<file path="src/rtl/vote_session_ctrl_if.sv">
// Purpose: voter-side bundle of the vote session controller: raw switches/buttons in, ballot/status out.
// Latency: none, this is wiring only.
// Backpressure: none, buttons are level inputs and the outputs are held status.
interface vote_session_ctrl_if;
  logic [4:0] sw;
  logic [4:0] btn_vote;
  logic       btn_start;
  logic       btn_close;
  logic [4:0] ballot;
  logic [4:0] cast;
  logic [2:0] n_cast;
  logic       session_open;
  logic       result_valid;

  // Board / stimulus side: drives the raw inputs and observes the session status.
  modport master (
    output sw, btn_vote, btn_start, btn_close,
    input  ballot, cast, n_cast, session_open, result_valid
  );

  // Controller side.
  modport slave (
    input  sw, btn_vote, btn_start, btn_close,
    output ballot, cast, n_cast, session_open, result_valid
  );
endinterface

</file>
<file path="src/rtl/vote_session_ctrl.sv">
// Purpose: synchronise and debounce the voter/start/close buttons, run the session FSM, and latch one vote per voter.
// Latency: a raw press changes the registered outputs DEB_CYCLES+3 clock edges after it is first sampled high.
// Backpressure: none; presses that the current state cannot use are dropped.
module vote_session_ctrl #(
  parameter int DEB_CYCLES = 1000000,
  parameter int CNT_W      = 20
) (
  input  logic               clk,
  input  logic               rst,
  vote_session_ctrl_if.slave bus
);

  typedef enum logic [1:0] {
    IDLE   = 2'b00,
    OPEN   = 2'b01,
    CLOSED = 2'b10,
    BAD    = 2'b11
  } state_t;

  localparam logic [CNT_W-1:0] CNT_LAST = CNT_W'(DEB_CYCLES - 1);

  // Button vector layout: [4:0] voters, [5] start, [6] close.
  logic [6:0]       btn_raw;
  logic [6:0]       btn_meta;
  logic [6:0]       btn_sync;
  logic [6:0]       db;
  logic [6:0]       db_q;
  logic [6:0]       press;
  logic [CNT_W-1:0] cnt [7];

  logic [4:0] sw_meta;
  logic [4:0] sw_sync;

  logic [4:0] vote_p;
  logic       start_p;
  logic       close_p;

  state_t     state_q, state_n;
  logic [4:0] ballot_q, ballot_n;
  logic [4:0] cast_q, cast_n;
  logic [4:0] cast_new;

  assign btn_raw = {bus.btn_close, bus.btn_start, bus.btn_vote};

  // Two-flop synchronisers for every raw input; switches are only synchronised, not debounced.
  always_ff @(posedge clk or posedge rst) begin
    if (rst) begin
      btn_meta <= '0;
      btn_sync <= '0;
      sw_meta  <= '0;
      sw_sync  <= '0;
    end else begin
      btn_meta <= btn_raw;
      btn_sync <= btn_meta;
      sw_meta  <= bus.sw;
      sw_sync  <= sw_meta;
    end
  end

  // Accept a new button level only after it has differed from the held level for DEB_CYCLES cycles in a row.
  always_ff @(posedge clk or posedge rst) begin
    if (rst) begin
      db <= '0;
      for (int i = 0; i < 7; i++) cnt[i] <= '0;
    end else begin
      for (int i = 0; i < 7; i++) begin
        if (btn_sync[i] != db[i]) begin
          if (cnt[i] == CNT_LAST) begin
            db[i]  <= btn_sync[i];
            cnt[i] <= '0;
          end else begin
            cnt[i] <= cnt[i] + 1'b1;
          end
        end else begin
          cnt[i] <= '0;
        end
      end
    end
  end

  // Delayed debounced level for rising-edge detection.
  always_ff @(posedge clk or posedge rst) begin
    if (rst) db_q <= '0;
    else     db_q <= db;
  end

  // One-cycle pulse on each debounced press; releases are not reported.
  assign press   = db & ~db_q;
  assign vote_p  = press[4:0];
  assign start_p = press[5];
  assign close_p = press[6];

  // A voter's first press in a session is the only one that counts.
  assign cast_new = cast_q | vote_p;

  // Session state and latched votes.
  always_ff @(posedge clk or posedge rst) begin
    if (rst) begin
      state_q  <= IDLE;
      ballot_q <= '0;
      cast_q   <= '0;
    end else begin
      state_q  <= state_n;
      ballot_q <= ballot_n;
      cast_q   <= cast_n;
    end
  end

  // Next-state and vote-latch logic; close outranks start while a session is open.
  always_comb begin
    state_n  = state_q;
    ballot_n = ballot_q;
    cast_n   = cast_q;
    case (state_q)
      IDLE: begin
        if (start_p) state_n = OPEN;
      end
      OPEN: begin
        ballot_n = ballot_q | (vote_p & ~cast_q & sw_sync);
        cast_n   = cast_new;
        if (close_p || (cast_new == 5'b11111)) state_n = CLOSED;
      end
      CLOSED: begin
        if (start_p) begin
          state_n  = OPEN;
          ballot_n = '0;
          cast_n   = '0;
        end
      end
      default: begin
        state_n  = IDLE;
        ballot_n = '0;
        cast_n   = '0;
      end
    endcase
  end

  assign bus.ballot       = ballot_q;
  assign bus.cast         = cast_q;
  assign bus.n_cast       = 3'(cast_q[0]) + 3'(cast_q[1]) + 3'(cast_q[2]) + 3'(cast_q[3]) + 3'(cast_q[4]);
  assign bus.session_open = (state_q == OPEN);
  assign bus.result_valid = (state_q == CLOSED);

endmodule
</file>
<file path="src/flat_wrapper.sv">
// flat-port wrapper written by rule: the top's interface ports become plain ports
module vote_session_ctrl_flat 
#(
  parameter int DEB_CYCLES = 1000000,
  parameter int CNT_W      = 20
)
  (clk, rst, bus_sw, bus_btn_vote, bus_btn_start, bus_btn_close, bus_ballot, bus_cast, bus_n_cast, bus_session_open, bus_result_valid);
  vote_session_ctrl_if bus_i ();
  input  logic clk;
  input  logic rst;
  input wire logic [$bits(bus_i.sw)-1:0] bus_sw;
  input wire logic [$bits(bus_i.btn_vote)-1:0] bus_btn_vote;
  input wire logic [$bits(bus_i.btn_start)-1:0] bus_btn_start;
  input wire logic [$bits(bus_i.btn_close)-1:0] bus_btn_close;
  output wire logic [$bits(bus_i.ballot)-1:0] bus_ballot;
  output wire logic [$bits(bus_i.cast)-1:0] bus_cast;
  output wire logic [$bits(bus_i.n_cast)-1:0] bus_n_cast;
  output wire logic [$bits(bus_i.session_open)-1:0] bus_session_open;
  output wire logic [$bits(bus_i.result_valid)-1:0] bus_result_valid;
  assign bus_i.sw = bus_sw;
  assign bus_i.btn_vote = bus_btn_vote;
  assign bus_i.btn_start = bus_btn_start;
  assign bus_i.btn_close = bus_btn_close;
  assign bus_ballot = bus_i.ballot;
  assign bus_cast = bus_i.cast;
  assign bus_n_cast = bus_i.n_cast;
  assign bus_session_open = bus_i.session_open;
  assign bus_result_valid = bus_i.result_valid;
  vote_session_ctrl #(.DEB_CYCLES(DEB_CYCLES), .CNT_W(CNT_W)) u_core (.clk(clk), .rst(rst), .bus(bus_i));
endmodule
</file>
<file path="config.mk">
export PLATFORM = sky130hd
export DESIGN_NAME = vote_session_ctrl_flat
export DESIGN_NICKNAME = d
export VERILOG_FILES = /design/src/rtl/vote_session_ctrl_if.sv /design/src/rtl/vote_session_ctrl.sv /design/src/flat_wrapper.sv
export SDC_FILE = /design/constraint.sdc
export NUM_CORES = 1
export LEC_CHECK = 0
export ABC_AREA = 1
export BUFFER_PORTS_ARGS = -buffer_cell sky130_fd_sc_hd__buf_2
export CORE_UTILIZATION = 65
export CTS_CLUSTER_SIZE = 12
export DETAILED_ROUTE_END_ITERATION = 8
export GPL_TIMING_DRIVEN = 0
export PLACE_DENSITY = 0.83
export SYNTH_ARGS = -nofsm -noshare
export SYNTH_HDL_FRONTEND = slang
export SYNTH_SLANG_ARGS = --single-unit
</file>
<file path="constraint.sdc">
create_clock -name clk -period 16.7 [get_ports clk]
set_clock_uncertainty 0.05 [all_clocks]
set_input_delay 0.835 -clock clk [delete_from_list [all_inputs] [get_ports clk]]
set_output_delay 0.835 -clock clk [all_outputs]
set_load 0.01 [all_outputs]
</file>
After elaboration in Yosys (flattened, before gate mapping)
Cells that the tools add are included.

word-level totals
  output and inout port bits = 15
  logic and storage cells = 93
  memory bits (writable) = 0
  input port bits = 14
  ROM bits = 0
  latch bits = 0
  register bits after elaboration = 190
  memories kept = 0

operators by class
  div/mod/pow operators = 0
  multiplexer cells = 20
  $mul = 0
  reductions and logical operators = 12
  equality and inequality tests = 20
  order comparisons = 0
  shift-type cells = 0
  add/sub/neg operators = 11
  bitwise operators = 8

operators by type and width
  operator                                              count
  two-way mux 20 bit                                    14
  adder 20 x 1 -> 20 bit (second input constant)        7
  equality test 20 bit (second input constant)          7
  one-hot mux 5 bit (3 select lines)                    2
  AND reduction 2 bit                                   9
  AND 5 bit                                             2
  OR 5 bit                                              2
  adder 3 x 1 -> 3 bit                                  3
  AND 7 bit                                             1
  != test 1 bit                                         7
  NOT 7 bit                                             1
  != test 2 x 1 -> 1 bit (second input constant)        3
  equality test 5 bit (second input constant)           1
  two-way mux 5 bit                                     1
  NOT 5 bit                                             1
  two-way mux 2 bit                                     2
  one-hot mux 2 bit (2 select lines)                    1
  adder 1 x 1 -> 2 bit                                  1
  equality test 2 x 1 -> 1 bit (second input constant)  1
  equality test 2 bit (second input constant)           1
  logical NOT 2 bit                                     1
  OR reduction 2 bit                                    1
  logical OR 1 bit                                      1
  NOT 1 bit                                             1

Longest topological paths before layout
Gate-level depths: netlist (run 1).

  depth in word-level cells = 7
  depth in mapped cells = 9

Worst setup path before layout (run 1)
Ideal clock, no wire load.

  path type = reg2out
  start point = reg u_core.cast_q[0] (netlist: u_core.bus.cast[0])
  end point = out bus_n_cast[1]
  required time = 15,815 ps
  data arrival time = 1,928 ps
  setup slack = 13,887 ps
  cell stages (with the launch flop) = 7
  cells stage by stage = dfrtp_1 -> ha_1 -> inv_1 -> fa_1 -> inv_1 -> ha_1 -> fa_1

between the ends
  cells in the longest elaborated chain, start to end = 4

ends and longest elaborated chain
  element                            RTL line                  text
  start, declared                    vote_session_ctrl.sv:40   logic [4:0] cast_q, cast_n;
  start signal, assigned             vote_session_ctrl.sv:105  cast_q <= cast_n;
  adder 1 x 1 -> 2 bit               vote_session_ctrl.sv:140  assign bus.n_cast = 3'(cast_q[0]) + 3'(cast_q[1]) + 3'(cast_q[2]) + 3'(cast_q[3]) + 3'(cast_q[4]);
  adder 3 x 1 -> 3 bit (3 in a row)  vote_session_ctrl.sv:140
  end, declared                      flat_wrapper.sv:17        output wire logic [$bits(bus_i.n_cast)-1:0] bus_n_cast;

No other way between the ends.

Worst setup path after layout (run 1)
  start point = reg u_core.cast_q[1] (netlist: u_core.bus.cast[1])
  end point = out bus_n_cast[1]

Same word-level chain as after synthesis.

==> results.md, run 1 <==
- Most instantiated cells after synthesis: nor2_1 (273), nand2_1 (268), dfrtp_1 (190)
- Post-synth ARST share: 100%
- Worst r2r src: u_core.cnt[20]
- Die W: 124 µm
- Syn Inst Count: 1200
- Total GRT Usage: 25.8%
- RR Endpoint: u_core.cnt[39]
- Fill cell count: 1115
- Core ar.: 14500 µm²
- Worst R2R Setup Slack: 15.03 ns
- Crit path kind: reg -> out
- First-pass GRT wire length: 32.3 mm
- Gr ovfl total: 0
- RSZ-0062 raised after global routing: no
- Cell taking the most area after synthesis: dfrtp_1
- Fin crit share: 20.2%
- Rel. slew slack: 59.4%
- Seq. cell area: 4750 µm²
- CP cell instances: ha_1, inv_1, fa_1, inv_1, ha_1, fa_1, buf_2
- Post-cts resize count: 0
- PortBufs: 28
- Worst Max-Slew Pin Slew: 0.609 ns
- Worst reg2reg path depth: 8
- Area of the mapped netlist: 9710 µm²
- CP Capture Type: output port
- Slowest library cell on the worst path: fa_1
- Syn Area/Cell: 8.09 µm²
- Area contributors post-synth: dfrtp_1 (49%), nor2_1 (11%), nand2_1 (10%)
- Worst-Skew Late Latency: 0.43 ns
- CP Buf/Inv Count: 3
- Warnings, synthesis: 0
- Area of the multi-input gates: 4420 µm²
- Instance count on the critical path: 7
- IR drop worst, VDD: 0.0000786 V
- Total wire length: 18.6 mm
- Vias in the first global route: 7113
- Worst slack, placed: 13.79 ns
- Initial DRT Pass Iterations: 5
- Unique cell type count in the Yosys netlist: 33
- Final setup margin: 13.33 ns
- Final ANT Viol Nets: 0
- Hold_sp: u_core.btn_meta[1]
- Count leader, synth: nor2_1
- CTS Sinks: 190
- Pleak: 4.78 nW
- Hold WC Path Type: reg -> reg
- Synth top area share: 49.0%
- Hold buffer count at CTS: 0
- Initial DRC count: 412
- Htree depth: 4
- Ys flop type: dfrtp_1
- Worst-case clock buffer depth: 2
- Crit path required time: 15.82 ns
- Final std cells w/o fill: 1445
- CTS clock-pin slew for the worst setup and hold paths: 0.07 ns
- F_max: 297 MHz
- Cell family with most CP delay: adder cells
- Routability Congestion: 0.872
- WL per Instance: 12.9 µm
- PwrDens: 84.1 nW/µm²
- Setup crit end: bus_n_cast[1]
- Largest net degree at the start of global routing: 130
- Max-Cap Viols: 0
- Vias: 7443
- TritonCTS clock tree: built
- Startpoint Class: flop
- TritonCTS Buffers: 17
- Sequential area share after synthesis: 49.0%
- Starting Density: 66.8%
- Antenna diodes: 0
- Root Driver: clkbuf_16
- DRC: 0
- Slew Limit Fails: 0
- DP Cell Count: 1413
- Sum Neg Setup Slack: 0 ns
- #FFs+latches synth: 190
- IO Count: 29
- Worst Path Arrival: 2.48 ns
- Via density: 5.15
- Share of cells above drive strength 1: 13.4%
- Area delta synth->final: 10.1%
- Die ar.: 15400 µm²
- Initial antenna violation count: 0
- Setup violations, final: 0
- Number of setup buffers added after CTS: 0
- Hold Vio Cnt, Final: 0
- Crit Path Max Fanout: 3
- Die Y-Extent: 124 µm
- Status: complete, no violations
- NumNets Final: 1273
- Worst setup startpoint: u_core.bus.cast[1]
- Hpwl dp: 13.0 mm
- FP Rows: 44
- Crit-path max cell delay: 0.47 ns
- Number of synthesized flops with an enable pin: 0
- Syn_nets: 1225
- Final worst path period need: 3.37 ns
per-layer routing:
metal	vias up	wire, µm	GRT usage [%]	share of wire [%]
met5	-	0	0	0
met4	0	282	7.73	1.5
li1	3827	-	-	-
met2	115	8850	42.1	48
met1	3479	8890	34.7	48
met3	22	586	5.43	3.1
kinds of logic after synthesis:
kind of cell	after synthesis	synth area share [%]
flops	190	49.0
fa+ha+maj	11	1.57
compound gates	45	2.67
simple gates	748	35.5
xor+xnor	65	5.86
buf+inv	141	5.45
power by group:
| part | switching, mW | internal, mW | total, mW |
|---|---|---|---|
| clock | 0.175 | 0.223 | 0.398 |
| combinational | 0.0214 | 0.00728 | 0.0287 |
| sequential | 0.00535 | 0.467 | 0.472 |
| total | 0.202 | 0.697 | 0.899 |
worst reg2reg max path, delay by kind of cell (launching register included):
family | cells | cell delay [ns]
fa+ha+maj | 1 | 0.22
simple gates | 6 | 0.82
flops | 1 | 0.39
buf+inv | 1 | 0.09
metrics by stage:
step           utilization [%]  power, mW  cell area (µm²)  hold WS, ns
3_5_place_dp              69.6      0.510            10100        0.286
2_1_floorplan                -      0.500             9710        0.281
3_3_place_gp              69.3      0.508            10100        0.282
6_report                  73.5      0.899            10700        0.302
4_1_cts                   73.5      0.907            10700        0.301
5_1_grt                   73.5      0.927            10700        0.304
placed cells by master (no fill, tap or decap), types with 15 or more instances in the layout:
master and count:
nand2_1 268, clkbuf_16 17, a21oi_1 18, nor2_1 273
nor3_1 26, xnor2_1 15, nand2_2 25, xor2_1 50
inv_1 127, buf_2 28, nor2_2 28, nand4_1 17
nand3_1 53, dfrtp_1 190
sequential cells by signal, summed over array words and instances, names as in the netlist:
| name | count |
|---|---|
| u_core.btn_meta | 7 |
| u_core.btn_sync | 7 |
| u_core.bus.ballot | 5 |
| u_core.bus.cast | 5 |
| u_core.cnt | 140 |
| u_core.db | 7 |
| u_core.db_q | 7 |
| u_core.state_q | 2 |
| u_core.sw_meta | 5 |
| u_core.sw_sync | 5 |
worst min path at each step:
stage / endpoint / slack, ns / cells past startpoint
2_1_floorplan: u_core.btn_sync[0] / 0.28 / 0
3_3_place_gp: u_core.sw_sync[3] / 0.28 / 0
3_5_place_dp: u_core.btn_sync[0] / 0.29 / 0
4_1_cts: u_core.btn_sync[0] / 0.30 / 0
5_1_grt: u_core.btn_sync[0] / 0.30 / 0
6_report: u_core.btn_sync[1] / 0.30 / 0
layout make-up:
type	instances	area share [%]
Inverter	141	5.02
Tap cell	184	2.15
Sequential cell	190	44.5
Clock inverter	11	1.25
Timing Repair Buffer	29	1.57
Clock buffer	21	4.12
Multi-Input combinational cell	869	41.4
(Power assumes the default switching activity.)
==> inputs of run 2 (changes only) <==
--- a/config.mk
+++ b/config.mk
@@ -7,11 +7,11 @@
 export LEC_CHECK = 0
 export ABC_AREA = 1
 export BUFFER_PORTS_ARGS = -buffer_cell sky130_fd_sc_hd__buf_2
-export CORE_UTILIZATION = 65
+export CORE_UTILIZATION = 57
 export CTS_CLUSTER_SIZE = 12
 export DETAILED_ROUTE_END_ITERATION = 8
 export GPL_TIMING_DRIVEN = 0
-export PLACE_DENSITY = 0.83
+export PLACE_DENSITY = 0.77
 export SYNTH_ARGS = -nofsm -noshare
 export SYNTH_HDL_FRONTEND = slang
 export SYNTH_SLANG_ARGS = --single-unit
==> constraint.sdc (replaced) <==
create_clock -name clk -period 2.8 [get_ports clk]
set_clock_uncertainty 0.05 [all_clocks]
set_input_delay 0.14 -clock clk [delete_from_list [all_inputs] [get_ports clk]]
set_output_delay 0.14 -clock clk [all_outputs]
set_load 0.01 [all_outputs]
==> run 2 against run 1 <==
Utilization fell by 7.5 points. Critical path depth did not move. Final cell count rose by 3.7%. Sequential share of layout area fell by 1.0 points. Clock power rose to 5.9 times the previous value. Total power rose to 6.0 times the previous value. Register-to-register slack got worse by 14 ns. Largest cell class unchanged. Highest routed layer unchanged.
==> results.md, run 2 (synthesized netlist as in run 1, its figures left out) <==
- Worst Max-Slew Pin Slew: 0.753 ns (+0.144 ns)
- Hold buffer count at CTS: 13 (+13)
- Crit Path Max Fanout: 3 (unchanged)
- PortBufs: 28 (unchanged)
- F_max: 376 MHz
- TritonCTS Buffers: 17 (unchanged)
- Final core area utilization: 66.0% (-7.5 points)
- Worst setup startpoint: u_core.bus.cast[0]
- Core ar.: 16600 µm² (+14%)
- CTS clock-pin slew for the worst setup and hold paths: 0.06 ns (about the same)
- Rel. slew slack: 49.7% (-9.7 points)
- Htree depth: 4 (unchanged)
- Most frequent cells in the layout: nor2_1 (273), nand2_1 (268), dfrtp_1 (190)
- Most common library cell in the layout ignoring fill and taps: nor2_1
- Setup violations, final: 0 (unchanged)
- Max-Cap Viols: 0 (unchanged)
- Total wire length: 18.7 mm (+0.68%)
- Crit path kind: reg -> out
- Largest net degree at the start of global routing: 44 (-66%)
- Die Y-Extent: 132 µm (+6.7%)
- RSZ-0062 raised after global routing: no
- Final setup margin: 0.142 ns (-13.19 ns)
- Status: complete, no violations
- Fin crit share: 94.9%
- TritonCTS clock tree: built
- Root Driver: clkbuf_16
- Pleak: 4.87 nW (+2.0%)
- Die W: 132 µm (+6.7%)
- Vias in the first global route: 7314 (+2.8%)
- Total GRT Usage: 23.5% (-2.3 points)
- Final ANT Viol Nets: 0 (unchanged)
- Final worst path period need: 2.66 ns
- NumNets Final: 1290 (+1.3%)
- Post-cts resize count: 0 (unchanged)
- Worst-Skew Late Latency: 0.43 ns (about the same)
- First-pass GRT wire length: 33.2 mm (+2.8%)
- DRC: 0 (unchanged)
- Slew Limit Fails: 0 (unchanged)
- FP Rows: 47 (+6.8%)
- Die ar.: 17600 µm² (+14%)
- PwrDens: 491 nW/µm² (+480%)
- CP Capture Type: output port
- Initial DRT Pass Iterations: 5 (unchanged)
- Crit path required time: 2.61 ns (-13.21 ns)
- Setup crit end: bus_n_cast[1]
- Gr ovfl total: 0 (unchanged)
- Sum Neg Setup Slack: 0 ns (unchanged)
- CTS Sinks: 190 (unchanged)
- Worst slack, placed: 0.568 ns (-13.22 ns)
- Initial DRC count: 445 (+8.0%)
- IO Count: 29 (unchanged)
- Initial antenna violation count: 0 (unchanged)
- Area delta synth->final: 12.7%
- Number of setup buffers added after CTS: 0 (unchanged)
- Starting Density: 58.5% (-8.3 points)
- Hpwl dp: 13.6 mm (+5.0%)
- Hold Vio Cnt, Final: 0 (unchanged)
- Worst Path Arrival: 2.47 ns (about the same)
- Worst r2r src: u_core.cnt[80]
- Startpoint Class: flop
- Worst R2R Setup Slack: 1.15 ns (-13.88 ns)
- Max reg flops: 140 (unchanged)
- Worst-case clock buffer depth: 2 (unchanged)
- Hold WC Path Type: in -> reg
- WL per Instance: 12.5 µm (-2.9%)
- Worst reg2reg path depth: 8 (unchanged)
- Via density: 5.02 (-2.5%)
- IR drop worst, VDD: 0.000476 V (+510%)
- Vias: 7522 (+1.1%)
- Fill cell count: 1401 (+26%)
- Antenna diodes: 0 (unchanged)
- Top reg by flops: u_core.cnt
- RR Endpoint: u_core.cnt[99]
- Routability Congestion: 0.862 (-1.1%)
- Share of cells above drive strength 1: 13.8% (+0.37 points)
run 2: through the flow:
step / cells / instance area (µm²) / power, mW / hold slack (ns)
5_1_grt: 1498 / 10900 / 5.58 / 0.294
3_3_place_gp: 1448 / 10100 / 3.03 / 0.199
6_report: 1498 / 10900 / 5.38 / 0.299
3_5_place_dp: 1453 / 10200 / 3.06 / 0.199
4_1_cts: 1498 / 10900 / 5.43 / 0.282
2_1_floorplan: 1200 / 9710 / 2.98 / 0.121
run 2: worst min-delay path by stage:
stage	from	to	depth (start not counted)
after floorplan	bus_btn_vote[0]	u_core.btn_meta[0]	0
after global placement	bus_btn_vote[4]	u_core.btn_meta[4]	1
after detailed placement	bus_btn_vote[3]	u_core.btn_meta[3]	1
after CTS	bus_btn_vote[1]	u_core.btn_meta[1]	2
after global routing	bus_btn_close	u_core.btn_meta[6]	2
final	bus_btn_start	u_core.btn_meta[5]	2
run 2: metal layers:
metal  GRT usage (%)  up-vias  part of all wire, %
met5               0        -                    0
met4            7.15        0                  1.7
met3            5.25       28                  3.8
met2            38.2      118                   47
met1            31.5     3523                   47
li1                -     3853                    -
run 2: report_power, final:
part	internal, mW	switching (mW)	total (mW)
clock	1.33	1.03	2.36
sequential	2.79	0.0303	2.82
combinational	0.0651	0.131	0.196
run 2: final cells by class:
type | count | area (µm²) | area share (%)
clock buffers | 22 | 484 | 4.42
multi-input cells | 869 | 4420 | 40.4
clock inverters | 10 | 103 | 0.938
inverters | 141 | 533 | 4.87
repair buffers | 46 | 370 | 3.38
well taps | 220 | 275 | 2.52
flip-flops and latches | 190 | 4750 | 43.4
run 2: worst max-delay path: stages, from the launching register on:
cell,delay [ns]
dfrtp_1,0.43
ha_1,0.29
inv_1,0.04
fa_1,0.47
inv_1,0.04
ha_1,0.18
fa_1,0.48
buf_2,0.12
==> inputs of run 3 (changes only) <==
--- a/config.mk
+++ b/config.mk
@@ -8,6 +8,7 @@
 export ABC_AREA = 1
 export BUFFER_PORTS_ARGS = -buffer_cell sky130_fd_sc_hd__buf_2
 export CORE_UTILIZATION = 57
+export CTS_BUF_LIST = sky130_fd_sc_hd__clkbuf_16
 export CTS_CLUSTER_SIZE = 12
 export DETAILED_ROUTE_END_ITERATION = 8
 export GPL_TIMING_DRIVEN = 0
==> run 3 against run 2 <==
Global-route usage about the same. Largest power group unchanged. Sequential power about the same. Count of clock-buffer cells in the layout decreased by 5. Register-to-register slack about the same. Non-clock buffer count unchanged. Utilization decreased by 0.24 points. Flip-flop and latch count unchanged. Die area unchanged. First-iteration DRC count decreased by 2.5%. Hold slack improved by 0.0022 ns. Sequential share of layout area increased by 0.16 points. Largest cell class unchanged. Final cell count unchanged.
==> results.md, run 3 (synthesized netlist as in run 1, its figures left out) <==
- Final std cells w/o fill: 1498 (unchanged)
- Hold Path Stages: 2 (unchanged)
- Crit path kind: reg -> out
- Crit-path max cell delay: 0.48 ns (about the same)
- Hold Path End: u_core.btn_meta[5]
- Hold Vio Cnt, Final: 0 (unchanged)
- Hold_sp: bus_btn_start
- Worst slack, placed: 0.568 ns (unchanged)
- Clock power share: 42.7% (-1.3 points)
- Antenna diodes: 0 (unchanged)
- RR Endpoint: u_core.cnt[99]
- Combinational fraction of design power: 3.7% (about the same)
- DRC: 0 (unchanged)
- TritonCTS clock tree: built
- Instance count on the critical path: 7 (unchanged)
- CP Capture Type: output port
- First-pass GRT wire length: 33.2 mm (-0.12%)
- Core ar.: 16600 µm² (unchanged)
- Total GRT Usage: 23.4% (-0.042 points)
- Share of cells above drive strength 1: 13.5% (-0.31 points)
- RSZ-0062 raised after global routing: no
- Startpoint Class: flop
- Net Sw Power: 1.18 mW (-0.76%)
- Worst Path Arrival: 2.46 ns (about the same)
- TritonCTS Buffers: 17 (unchanged)
- Tot Pwr: 5.25 mW (-2.3%)
- PortBufs: 28 (unchanged)
- Crit path required time: 2.61 ns (about the same)
- Initial antenna violation count: 0 (unchanged)
- Hpwl dp: 13.6 mm (unchanged)
- Slowest library cell on the worst path: fa_1
- Total wire length: 18.7 mm (-0.33%)
- Setup violations, final: 0 (unchanged)
- Largest net degree at the start of global routing: 44 (unchanged)
- Flop pwr share: 53.6% (+1.2 points)
- Die Y-Extent: 132 µm (unchanged)
- Initial DRT Pass Iterations: 5 (unchanged)
- Worst reg2reg path depth: 8 (unchanged)
- Vias: 7520 (-0.027%)
- Pleak: 4.86 nW (-0.38%)
- WL per Instance: 12.5 µm (-0.33%)
- Worst-case clock buffer depth: 2 (unchanged)
- Worst-Skew Late Latency: 0.42 ns (about the same)
- Area delta synth->final: 12.3%
- Final core area utilization: 65.7% (-0.24 points)
- Final worst path period need: 2.65 ns (-0.00777 ns)
- Worst Max-Slew Pin Slew: 0.755 ns (+0.00124 ns)
- Slew Limit Fails: 0 (unchanged)
- Die W: 132 µm (unchanged)
- FP Rows: 47 (unchanged)
- Root Driver: clkbuf_16
- Cell family with most CP delay: adder cells
- Worst R2R Setup Slack: 1.16 ns (about the same)
- DP Cell Count: 1453 (unchanged)
- Initial DRC count: 434 (-2.5%)
- Die ar.: 17600 µm² (unchanged)
- NumNets Final: 1290 (unchanged)
- Status: complete, no violations
- Vias in the first global route: 7291 (-0.31%)
- Top reg by flops: u_core.cnt
- Fin crit share: 94.7% (-0.28 points)
- Sum Neg Setup Slack: 0 ns (unchanged)
- Max reg flops: 140 (unchanged)
- Crit Path Max Fanout: 3 (unchanged)
- Hold WC Path Type: in -> reg
- CP Buf/Inv Count: 3 (unchanged)
- Internal: 4.07 mW (-2.7%)
- Final ANT Viol Nets: 0 (unchanged)
- Gr ovfl total: 0 (unchanged)
- CTS clock-pin slew for the worst setup and hold paths: 0.06 ns (about the same)
- Most frequent cells in the layout: nor2_1 (273), nand2_1 (268), dfrtp_1 (190)
- CP cell instances: ha_1, inv_1, fa_1, inv_1, ha_1, fa_1, buf_2
- Final setup margin: 0.149 ns (+0.00777 ns)
- Max-Cap Viols: 0 (unchanged)
- Net Sw Frac: 22.5% (+0.35 points)
- Most common library cell in the layout ignoring fill and taps: nor2_1
- Routability Congestion: 0.862 (unchanged)
- Rel. slew slack: 49.6% (-0.083 points)
- Starting Density: 58.5% (unchanged)
- IR drop worst, VDD: 0.000428 V (-10%)
- Fill cell count: 1417 (+1.1%)
- PwrDens: 482 nW/µm² (-1.9%)
- Htree depth: 4 (unchanged)
- Worst r2r src: u_core.cnt[80]
- IO Count: 29 (unchanged)
- Via density: 5.02 (about the same)
- CTS Sinks: 190 (unchanged)
- F_max: 377 MHz (+0.29%)
-- run 3: final cells by class --
type | count | area, µm² | area share, %
multi-input combinational | 869 | 4420 | 40.6
timing repair buffer | 46 | 370 | 3.40
sequential | 190 | 4750 | 43.6
clock buffer | 17 | 425 | 3.90
inverter | 141 | 533 | 4.89
clock inverter | 15 | 121 | 1.11
tap | 220 | 275 | 2.52
-- run 3: worst max-delay path by stage --
stage | start | endpoint | slack [ns]
finish | u_core.bus.cast[1] | bus_n_cast[1] | 0.15
global route | u_core.bus.cast[1] | bus_n_cast[1] | 0.05
CTS | u_core.bus.cast[1] | bus_n_cast[1] | 0.12
detailed placement | u_core.bus.cast[1] | bus_n_cast[1] | 0.57
global placement | rst | u_core.cnt[94] | -0.95
floorplan | rst | u_core.btn_meta[0] | 0.16
-- run 3: through the flow --
| stage | cell area [µm²] | hold WS, ns |
|---|---|---|
| 6_report | 10900 | 0.301 |
| 5_1_grt | 10900 | 0.294 |
| 4_1_cts | 10900 | 0.283 |
| 3_5_place_dp | 10200 | 0.199 |
| 3_3_place_gp | 10100 | 0.199 |
| 2_1_floorplan | 9710 | 0.121 |
-- run 3: timing repair --
item                      CTS  global route
resized for setup           0             0
buffers inserted            0             0
hold buffers               13             0
hold endpoints to repair   45             0
-- run 3: power by group through the flow --
| stage | Combinational, mW | Sequential (mW) | Clock, mW |
|---|---|---|---|
| 2_1_floorplan | 0.122 | 2.86 | 0 |
| 3_3_place_gp | 0.165 | 2.87 | 0 |
| 3_5_place_dp | 0.188 | 2.87 | 0 |
| 4_1_cts | 0.203 | 2.82 | 2.30 |
| 5_1_grt | 0.227 | 2.82 | 2.42 |
| 6_report | 0.196 | 2.82 | 2.24 |
-- run 3: worst register-to-register path, stage by stage (launching register included) --
cell     delay, ns
dfrtp_1       0.37
ha_1          0.22
nand2_1       0.12
nor3_2        0.29
nand3_2       0.18
nand2_4       0.15
inv_2         0.07
nand2_1       0.06
nor2_1        0.04
-- run 3: per-layer routing --
metal | up-vias | wire [µm] | global-route usage, %
met5 | - | 0 | 0
met4 | 0 | 312 | 6.90
met3 | 29 | 778 | 5.21
met2 | 146 | 8810 | 38.2
met1 | 3489 | 8770 | 31.6
li1 | 3856 | - | -
